## src/rtl/ir_frame_if.sv

```systemverilog
// Frame-side handshake between the IR frame decoder and its consumer.
// The decoder drives the frame/error signals and the consumer drives frame_ready.
interface ir_frame_if #(
    parameter int FRAME_BITS = 32
);
    logic [FRAME_BITS-1:0] frame_data;
    logic                  frame_valid;
    logic                  frame_ready;
    logic                  err_valid;
    logic [1:0]            err_code;

    modport master (
        output frame_data, frame_valid, err_valid, err_code,
        input  frame_ready
    );
    modport slave (
        input  frame_data, frame_valid, err_valid, err_code,
        output frame_ready
    );
endinterface

```

## src/rtl/ir_frame_decoder.sv

```systemverilog
// Pulse-width IR frame decoder: measures each mark, classifies it as a 0 or 1 bit,
// assembles FRAME_BITS bits and offers the word on a valid/ready handshake.
module ir_frame_decoder #(
    parameter int FRAME_BITS  = 32,
    parameter int CNT_W       = 10,
    parameter int ZERO_MIN    = 1,
    parameter int ZERO_MAX    = 9,
    parameter int ONE_MIN     = 13,
    parameter int ONE_MAX     = 18,
    parameter int GAP_TIMEOUT = 200,
    parameter int MSB_FIRST   = 1
) (
    input  logic       clk,
    input  logic       reset_n,
    input  logic       enable,
    input  logic       ir_in,
    output logic       busy,
    ir_frame_if.master frm
);
    localparam int                BC_W    = $clog2(FRAME_BITS + 1);
    localparam logic [CNT_W-1:0]  CNT_MAX = '1;
    localparam logic [CNT_W-1:0]  Z_MIN   = CNT_W'(ZERO_MIN);
    localparam logic [CNT_W-1:0]  Z_MAX   = CNT_W'(ZERO_MAX);
    localparam logic [CNT_W-1:0]  O_MIN   = CNT_W'(ONE_MIN);
    localparam logic [CNT_W-1:0]  O_MAX   = CNT_W'(ONE_MAX);
    localparam logic [CNT_W-1:0]  GAP_T   = CNT_W'(GAP_TIMEOUT);
    localparam logic [BC_W-1:0]   FB_BC   = BC_W'(FRAME_BITS);

    typedef enum logic [1:0] {IDLE, MARK, SPACE, HOLD} state_t;

    state_t                state_q, state_d;
    logic                  sync1_q, ir_s_q, ir_d_q;
    logic                  rise, fall, is_zero, is_one;
    logic [CNT_W-1:0]      mark_cnt_q, mark_cnt_d;
    logic [CNT_W-1:0]      space_cnt_q, space_cnt_d;
    logic [BC_W-1:0]       bit_cnt_q, bit_cnt_d;
    logic [FRAME_BITS-1:0] shift_q, shift_d;
    logic [FRAME_BITS-1:0] frame_data_q, frame_data_d;
    logic                  err_valid_q, err_valid_d;
    logic [1:0]            err_code_q, err_code_d;

    function automatic logic [CNT_W-1:0] sat_inc(input logic [CNT_W-1:0] v);
        return (v == CNT_MAX) ? v : v + 1'b1;
    endfunction

    function automatic logic [FRAME_BITS-1:0] shift_in(input logic [FRAME_BITS-1:0] v,
                                                        input logic b);
        if (MSB_FIRST != 0) return {v[FRAME_BITS-2:0], b};
        else                return {b, v[FRAME_BITS-1:1]};
    endfunction

    // Same two-flop delay on both edges keeps the measured mark length exact.
    always_ff @(posedge clk or negedge reset_n) begin
        if (!reset_n) begin
            sync1_q <= 1'b0;
            ir_s_q  <= 1'b0;
            ir_d_q  <= 1'b0;
        end else begin
            sync1_q <= ir_in;
            ir_s_q  <= sync1_q;
            ir_d_q  <= ir_s_q;
        end
    end

    assign rise    = ir_s_q & ~ir_d_q;
    assign fall    = ~ir_s_q & ir_d_q;
    assign is_zero = (mark_cnt_q >= Z_MIN) && (mark_cnt_q <= Z_MAX);
    assign is_one  = (mark_cnt_q >= O_MIN) && (mark_cnt_q <= O_MAX);

    always_ff @(posedge clk or negedge reset_n) begin
        if (!reset_n) begin
            state_q      <= IDLE;
            mark_cnt_q   <= '0;
            space_cnt_q  <= '0;
            bit_cnt_q    <= '0;
            shift_q      <= '0;
            frame_data_q <= '0;
            err_valid_q  <= 1'b0;
            err_code_q   <= 2'd0;
        end else begin
            state_q      <= state_d;
            mark_cnt_q   <= mark_cnt_d;
            space_cnt_q  <= space_cnt_d;
            bit_cnt_q    <= bit_cnt_d;
            shift_q      <= shift_d;
            frame_data_q <= frame_data_d;
            err_valid_q  <= err_valid_d;
            err_code_q   <= err_code_d;
        end
    end

    always_comb begin
        state_d      = state_q;
        mark_cnt_d   = mark_cnt_q;
        space_cnt_d  = space_cnt_q;
        bit_cnt_d    = bit_cnt_q;
        shift_d      = shift_q;
        frame_data_d = frame_data_q;
        err_valid_d  = 1'b0;
        err_code_d   = err_code_q;
        unique case (state_q)
            IDLE: begin
                bit_cnt_d = '0;
                shift_d   = '0;
                if (rise && enable) begin
                    mark_cnt_d = CNT_W'(1);
                    state_d    = MARK;
                end
            end
            MARK: begin
                if (!enable) begin
                    state_d = IDLE;
                end else if (fall) begin
                    if (is_zero || is_one) begin
                        shift_d   = shift_in(shift_q, is_one);
                        bit_cnt_d = bit_cnt_q + 1'b1;
                        if (bit_cnt_d == FB_BC) begin
                            frame_data_d = shift_d;
                            state_d      = HOLD;
                        end else begin
                            space_cnt_d = CNT_W'(1);
                            state_d     = SPACE;
                        end
                    end else begin
                        err_valid_d = 1'b1;
                        err_code_d  = 2'd1;
                        state_d     = IDLE;
                    end
                end else if (ir_s_q) begin
                    mark_cnt_d = sat_inc(mark_cnt_q);
                end
            end
            SPACE: begin
                if (!enable) begin
                    state_d = IDLE;
                end else if (rise) begin
                    // A rise on the timeout cycle still counts as a valid space.
                    mark_cnt_d = CNT_W'(1);
                    state_d    = MARK;
                end else begin
                    space_cnt_d = sat_inc(space_cnt_q);
                    if (space_cnt_q >= GAP_T) begin
                        err_valid_d = 1'b1;
                        err_code_d  = 2'd2;
                        state_d     = IDLE;
                    end
                end
            end
            HOLD: begin
                if (rise) begin
                    err_valid_d = 1'b1;
                    err_code_d  = 2'd3;
                end
                if (frm.frame_ready) state_d = IDLE;
            end
        endcase
    end

    always_comb begin
        busy            = (state_q != IDLE);
        frm.frame_valid = (state_q == HOLD);
        frm.frame_data  = frame_data_q;
        frm.err_valid   = err_valid_q;
        frm.err_code    = err_code_q;
    end

endmodule

```

## src/flat_wrapper.sv

```systemverilog
// flat-port wrapper written by rule: the top's interface ports become plain ports
module ir_frame_decoder_flat 
#(
    parameter int FRAME_BITS  = 32,
    parameter int CNT_W       = 10,
    parameter int ZERO_MIN    = 1,
    parameter int ZERO_MAX    = 9,
    parameter int ONE_MIN     = 13,
    parameter int ONE_MAX     = 18,
    parameter int GAP_TIMEOUT = 200,
    parameter int MSB_FIRST   = 1
)
  (clk, reset_n, enable, ir_in, busy, frm_frame_data, frm_frame_valid, frm_err_valid, frm_err_code, frm_frame_ready);
  ir_frame_if #(.FRAME_BITS(FRAME_BITS)) frm_i ();
  input  logic clk;
  input  logic reset_n;
  input  logic enable;
  input  logic ir_in;
  output logic busy;
  output wire logic [$bits(frm_i.frame_data)-1:0] frm_frame_data;
  output wire logic [$bits(frm_i.frame_valid)-1:0] frm_frame_valid;
  output wire logic [$bits(frm_i.err_valid)-1:0] frm_err_valid;
  output wire logic [$bits(frm_i.err_code)-1:0] frm_err_code;
  input wire logic [$bits(frm_i.frame_ready)-1:0] frm_frame_ready;
  assign frm_frame_data = frm_i.frame_data;
  assign frm_frame_valid = frm_i.frame_valid;
  assign frm_err_valid = frm_i.err_valid;
  assign frm_err_code = frm_i.err_code;
  assign frm_i.frame_ready = frm_frame_ready;
  ir_frame_decoder #(.FRAME_BITS(FRAME_BITS), .CNT_W(CNT_W), .ZERO_MIN(ZERO_MIN), .ZERO_MAX(ZERO_MAX), .ONE_MIN(ONE_MIN), .ONE_MAX(ONE_MAX), .GAP_TIMEOUT(GAP_TIMEOUT), .MSB_FIRST(MSB_FIRST)) u_core (.clk(clk), .reset_n(reset_n), .enable(enable), .ir_in(ir_in), .busy(busy), .frm(frm_i));
endmodule
```

## config.mk

```make
export PLATFORM = sky130hd
export DESIGN_NAME = ir_frame_decoder_flat
export DESIGN_NICKNAME = d
export VERILOG_FILES = /design/src/rtl/ir_frame_if.sv /design/src/rtl/ir_frame_decoder.sv /design/src/flat_wrapper.sv
export SDC_FILE = /design/constraint.sdc
export NUM_CORES = 1
export LEC_CHECK = 0
export ABC_AREA = 0
export BUFFER_PORTS_ARGS = -buffer_cell sky130_fd_sc_hd__buf_2
export CAP_MARGIN = 0
export CORE_UTILIZATION = 55
export DETAILED_ROUTE_END_ITERATION = 8
export PLACE_DENSITY_LB_ADDON = 0.3
export SLEW_MARGIN = 10
export SYNTH_ARGS = -nofsm -noshare
export SYNTH_HDL_FRONTEND = slang
export SYNTH_SLANG_ARGS = --single-unit
```

## constraint.sdc

```tcl
create_clock -name clk -period 3.2 [get_ports clk]
set_input_delay 0.16 -clock clk [delete_from_list [all_inputs] [get_ports clk]]
set_output_delay 0.16 -clock clk [all_outputs]
set_load 0.1 [all_outputs]
```

==> impl_metrics.ini, run 1 <==
[clock_tree]
cts_buffers = 9
root_buffer = clkbuf_8
cts_tree = built
clock_sink_count = 97
clk_pin_slew_ns = 0.10
cts_max_path_buffers = 2
ctsHtreeMaxLevel = 3
clock_latency_ns = 0.36
postCtsSetupBuffers = 0

[synth]
synth_compound_area_share_pct = 12.0
synth_cells = 456
synthAdderAreaFrac_pct = 3.26
ys_top_cells_by_area = dfrtp_1, mux2_2, mux2i_1
synth.distinct_cells = 60
yosys.area_share.simple_pct = 13.9
ys_seq_area_share_pct = 48.6
synth_area_leader_cell = dfrtp_1
synth.area.mux_share_pct = 14.9
synth-xor-area-share_pct = 0.702
postSynthNetCount = 474
synth_flop_cell = dfrtp_1
avgSynthCellArea_um2 = 10.9
yosysMostFrequentCell = dfrtp_1
synth_top_family_by_area = multiplexers
synth_commonest_cells = dfrtp_1, nand2_1, inv_1
synth_top_area_share_pct = 48.6
netlist_area_mm2 = 0.00499
synth_edf_count = 0
yosys_warnings = 0
synth-async-reset-ratio_pct = 100
ys_ff_latch = 97

[timing]
slew_violations = 0
finalCriticalPeriod_ns = 2.63
fin_skew_ns = 0.0197
maxSlewHeadroom_pct = 60.4
setup_violations = 0
fmax_mhz = 380
fin_hold_ws_ns = 0.199
tightest_slew_ns = 0.594
finalCritPeriodShare_pct = 82.2
fin_setup_tns_ns = 0
finalWorstSetupSlack_ns = 0.569
hold_viol = 0
grt_setup_unrepaired = false

[layout]
postLayoutCellArea_mm2 = 0.00551
drive_gt1_share_pct = 24.2
fill_cells = 714
n_antenna_cell = 0
area_growth_pct = 10.4
layout.nets = 517

[die]
ioPinCount = 42
die_y_um = 97.3
core_mm2 = 0.00876
start_util_pct = 56.9
row_count = 34
dieArea_mm2 = 0.00946
die_w_um = 97.3

[detailed_routing]
top_layer = met4
wl_met1_um = 4280
ant_nets = 0
dr.pass1.iters = 5
wirelength_um = 9060
first_iter_violations = 200
route.vias.total = 3494
wl_per_cell_um = 14.8
viasPerCell = 5.71
drc = 0
route.met2.wl_um = 4410
met3WireLength_um = 308

[placed_design]
place_area_mm2 = 0.00529
dp_hpwl_um = 6230
io_buffers = 41
place_congestion = 0.836
place_worst_setup_slack_ns = 0.567

[worst_setup_path]
worstSetupPathType = reg -> reg
critPathArrivalTime_ns = 2.86
required_ns = 3.43
cp-start-kind = flip-flop
cpMaxStageDelayCell = or2_2
crit_chain = inv_1 > ha_1 > and2b_2 > o31ai_4 > nand4_4 > or2_2 > mux2_1
crit_fanout = 15
cp_num_buf_inv = 1
critical-path-top-delay-family = simple AND/OR/NAND/NOR gates
cp-end-kind = flip-flop
slowest_delay_ns = 0.55

[grt]
grt_max_degree = 48
overflow = 0
antenna_found_initial = 0
grt_pass1_wl_um = 15700
grt_pass1_vias = 3444
grt_usage_pct = 20.2

[power_and_ir_drop]
powerDensity_mw_per_mm2 = 631
p_total_w = 0.00347
vdd_drop_max_mv = 0.293
p_leak_nw = 2.76

[run]
cap_violations = 0

[min_path]
hold_path_class = in -> reg

[run_status]
status = finished, final reports clean
==> tightest hold or removal path: cells and delay by family <==
family	cells	cell delay, ns
buf+inv	1	0.18
compound gates	2	0.16
==> per-stage QoR <==
step,utilization (%),cells
6_report,62.9,612
5_1_grt,62.9,612
4_1_cts,62.9,612
3_5_place_dp,60.4,594
3_3_place_gp,60.4,594
2_1_floorplan,-,456
==> layout by cell type, fill, tap and decap left out, types with 11 or more instances in the layout <==
master,n
dfrtp_1,97
nand2_1,51
inv_1,45
buf_2,40
mux2_2,33
mux2i_1,32
o21ai_0,16
nand2b_1,13
ha_1,13
nand3_1,12
o211ai_1,11
buf_4,11
==> report_power, final <==
part / switching (W) / internal (W)
clock: 0.000453 / 0.000322
combinational: 0.000848 / 0.000396
sequential: 0.000131 / 0.00132
total: 0.00143 / 0.00204
==> cells by family after synthesis <==
| group | after synthesis |
|---|---|
| xor+xnor | 4 |
| flops | 97 |
| fa+ha+maj | 13 |
| buf+inv | 68 |
| simple gates | 128 |
| compound gates | 77 |
| mux | 69 |
==> per-layer routing <==
metal / GRT usage [%] / vias up
li1: - / 1682
met1: 27.2 / 1745
met2: 33.9 / 63
met3: 3.31 / 4
met4: 5.88 / 0
met5: 0 / -
==> cell type report <==
cell class                 instances  area (um^2)  share of cell area [%]
clock buffer                      10          138                    2.50
clock inverter                     6         57.6                    1.04
inverter                          45          169                    3.07
multi-input combinational        291         2240                    40.7
sequential                        97         2430                    44.1
tap                              108          135                    2.45
timing repair buffer              55          343                    6.22
==> worst paths after layout <==
kind	depth (start not counted)	end	slack (ns)	startpoint
worst min-delay path	3	u_core.frm.err_valid	0.20	enable
worst max register to register	7	u_core.shift_q[0]	0.57	u_core.mark_cnt_q[0]
min in group asynchronous	2	u_core.shift_q[25]	0.35	reset_n
max in group asynchronous	3	u_core.bit_cnt_q[4]	2.02	reset_n
worst max-delay path	7	u_core.shift_q[0]	0.57	u_core.mark_cnt_q[0]
worst min register to register	0	u_core.ir_s_q	0.36	u_core.sync1_q
==> what timing repair did <==
action / CTS / global route
resized for setup: 0 / 0
hold buffers: 2 / 0
hold endpoints to repair: 46 / 0
==> sequential cells by signal, indices dropped and copies added (netlist names) <==
name,flops
u_core.ir_s_q,1
u_core.frm.err_valid,1
u_core.state_q,2
u_core.mark_cnt_q,10
u_core.ir_d_q,1
u_core.sync1_q,1
u_core.frm.err_code,2
u_core.shift_q,31
u_core.space_cnt_q,10
u_core.frm.frame_data,32
u_core.bit_cnt_q,6
Note: power is estimated with default switching activity, not from simulation.
==> run 2, diff against run 1 <==
- clock period: 3.2 -> 2.7 ns (I/O delays scaled with it)
==> impl_metrics.ini, run 2 (synthesis results as in run 1) <==
[run_status]
status = finished, final reports clean

[layout]
final_cell_mix = dfrtp_1, nand2_1, inv_1
largest_reg_flops = 32
multi_input_area_mm2 = 0.00224
fin_cells = 616
seqCellArea_mm2 = 0.00243
fill_cells = 732
postLayoutCellArea_mm2 = 0.00554
n_antenna_cell = 0
area_growth_pct = 11.1
layout_commonest_cell = dfrtp_1
drive_gt1_share_pct = 25.0
layout.nets = 521

[timing]
fin_setup_tns_ns = 0
maxSlewHeadroom_pct = 58.4
tightest_slew_ns = 0.624
setup_violations = 0
slew_violations = 0
fin_skew_ns = 0.0176
fmax_mhz = 401
hold_viol = 0
finalCriticalPeriod_ns = 2.50
grt_setup_unrepaired = false
finalCritPeriodShare_pct = 92.4

[clock_tree]
cts_max_path_buffers = 2
cts_tree = built
ctsHtreeMaxLevel = 3
cts_buffers = 9
postCtsSetupBuffers = 0
clock_sink_count = 97
clk_pin_slew_ns = 0.10
root_buffer = clkbuf_8
clock_latency_ns = 0.37

[grt]
antenna_found_initial = 0
grt_max_degree = 60
grt_usage_pct = 21.2
grt_pass1_vias = 3424
grt_pass1_wl_um = 16300
overflow = 0

[die]
start_util_pct = 56.9
row_count = 34
core_mm2 = 0.00876
dieArea_mm2 = 0.00946
ioPinCount = 42
die_w_um = 97.3
die_y_um = 97.3

[power_and_ir_drop]
p_leak_nw = 2.78
switchingPower_w = 0.00173
vdd_drop_max_mv = 0.387
seqPwrFrac_pct = 41.6
comb_power_share_pct = 36.1
p_clk_share_pct = 22.3
p_int_w = 0.00243
powerDensity_mw_per_mm2 = 751
swShare_pct = 41.6

[worst_setup_path]
worstSetupPathType = reg -> reg
rrSetupSlack_ns = 0.20
critPathArrivalTime_ns = 2.75
cp-start-kind = flip-flop
cp-end-kind = flip-flop
required_ns = 2.95
crit_fanout = 16

[run]
cap_violations = 0

[min_path]
hold_path_class = in -> reg

[detailed_routing]
dr.pass1.iters = 4
wl_per_cell_um = 15.2
viasPerCell = 5.66
drc = 0
first_iter_violations = 141
wirelength_um = 9340
ant_nets = 0
route.vias.total = 3489

[placed_design]
place_congestion = 0.836
place_inst = 598
dp_hpwl_um = 6320
io_buffers = 41
place_area_mm2 = 0.00532
run 2: cell types whose count changed in the layout (fill, tap and decap cells not counted), sizes merged:
cell    before  now
clkinv       3    2
inv         48   49
buf         53   57
run 2: power groups by stage:
stage	sequential (W)	clock (W)	combinational (W)
6_report	0.00173	0.000928	0.00150
3_3_place_gp	0.00174	0	0.00145
5_1_grt	0.00175	0.00101	0.00165
4_1_cts	0.00172	0.000956	0.00150
3_5_place_dp	0.00175	0	0.00149
2_1_floorplan	0.00182	0	0.00106
run 2: cell type report:
cell class	instances	share of cell area (%)
clock buffers	10	2.48
clock inverters	6	0.993
inverters	45	3.05
multi-input cells	291	40.5
flip-flops and latches	97	43.8
well taps	108	2.44
repair buffers	59	6.73
run 2: metrics by stage:
| stage | total power [W] | util, % | hold slack, ns | setup WS (ns) |
|---|---|---|---|---|
| CTS | 0.00418 | 63.2 | 0.136 | 0.146 |
| detailed placement | 0.00325 | 60.8 | 0.141 | 0.153 |
| global route | 0.00441 | 63.2 | 0.192 | 0.00654 |
| finish | 0.00416 | 63.2 | 0.151 | 0.204 |
| floorplan | 0.00288 | - | -0.161 | 0.370 |
| global placement | 0.00319 | 60.8 | 0.143 | 0.245 |
run 2: worst max-delay path, stage by stage (launching register included):
cell and delay, ns:
dfrtp_1 0.44, inv_1 0.11, ha_1 0.23, nor4b_1 0.16, a22oi_2 0.35, nand4_4 0.26
or2_2 0.44, buf_4 0.25, mux2i_1 0.15
run 2: worst paths after layout:
check / from / cells past startpoint / endpoint
worst max-delay path: u_core.mark_cnt_q[1] / 8 / u_core.shift_q[20]
worst min-delay path: enable / 3 / u_core.frm.err_valid
worst max register to register: u_core.mark_cnt_q[1] / 8 / u_core.shift_q[20]
worst min register to register: u_core.sync1_q / 0 / u_core.ir_s_q
max in group asynchronous: reset_n / 3 / u_core.mark_cnt_q[1]
min in group asynchronous: reset_n / 2 / u_core.space_cnt_q[0]
run 2: routing by layer:
metal,track usage (%),share of wire (%),vias up,wire length (um)
met5,0,0,-,0
met4,8.71,1.7,0,163
met3,3.24,2.7,12,253
met2,33.9,48,62,4510
met1,29.1,47,1736,4410
li1,-,-,1679,-
run 2: what timing repair did:
action,4_1_cts,5_1_grt
resized for setup,0,1
hold buffers,2,0
endpoints found under the hold margin,39,0
setup endpoints to repair,0,4
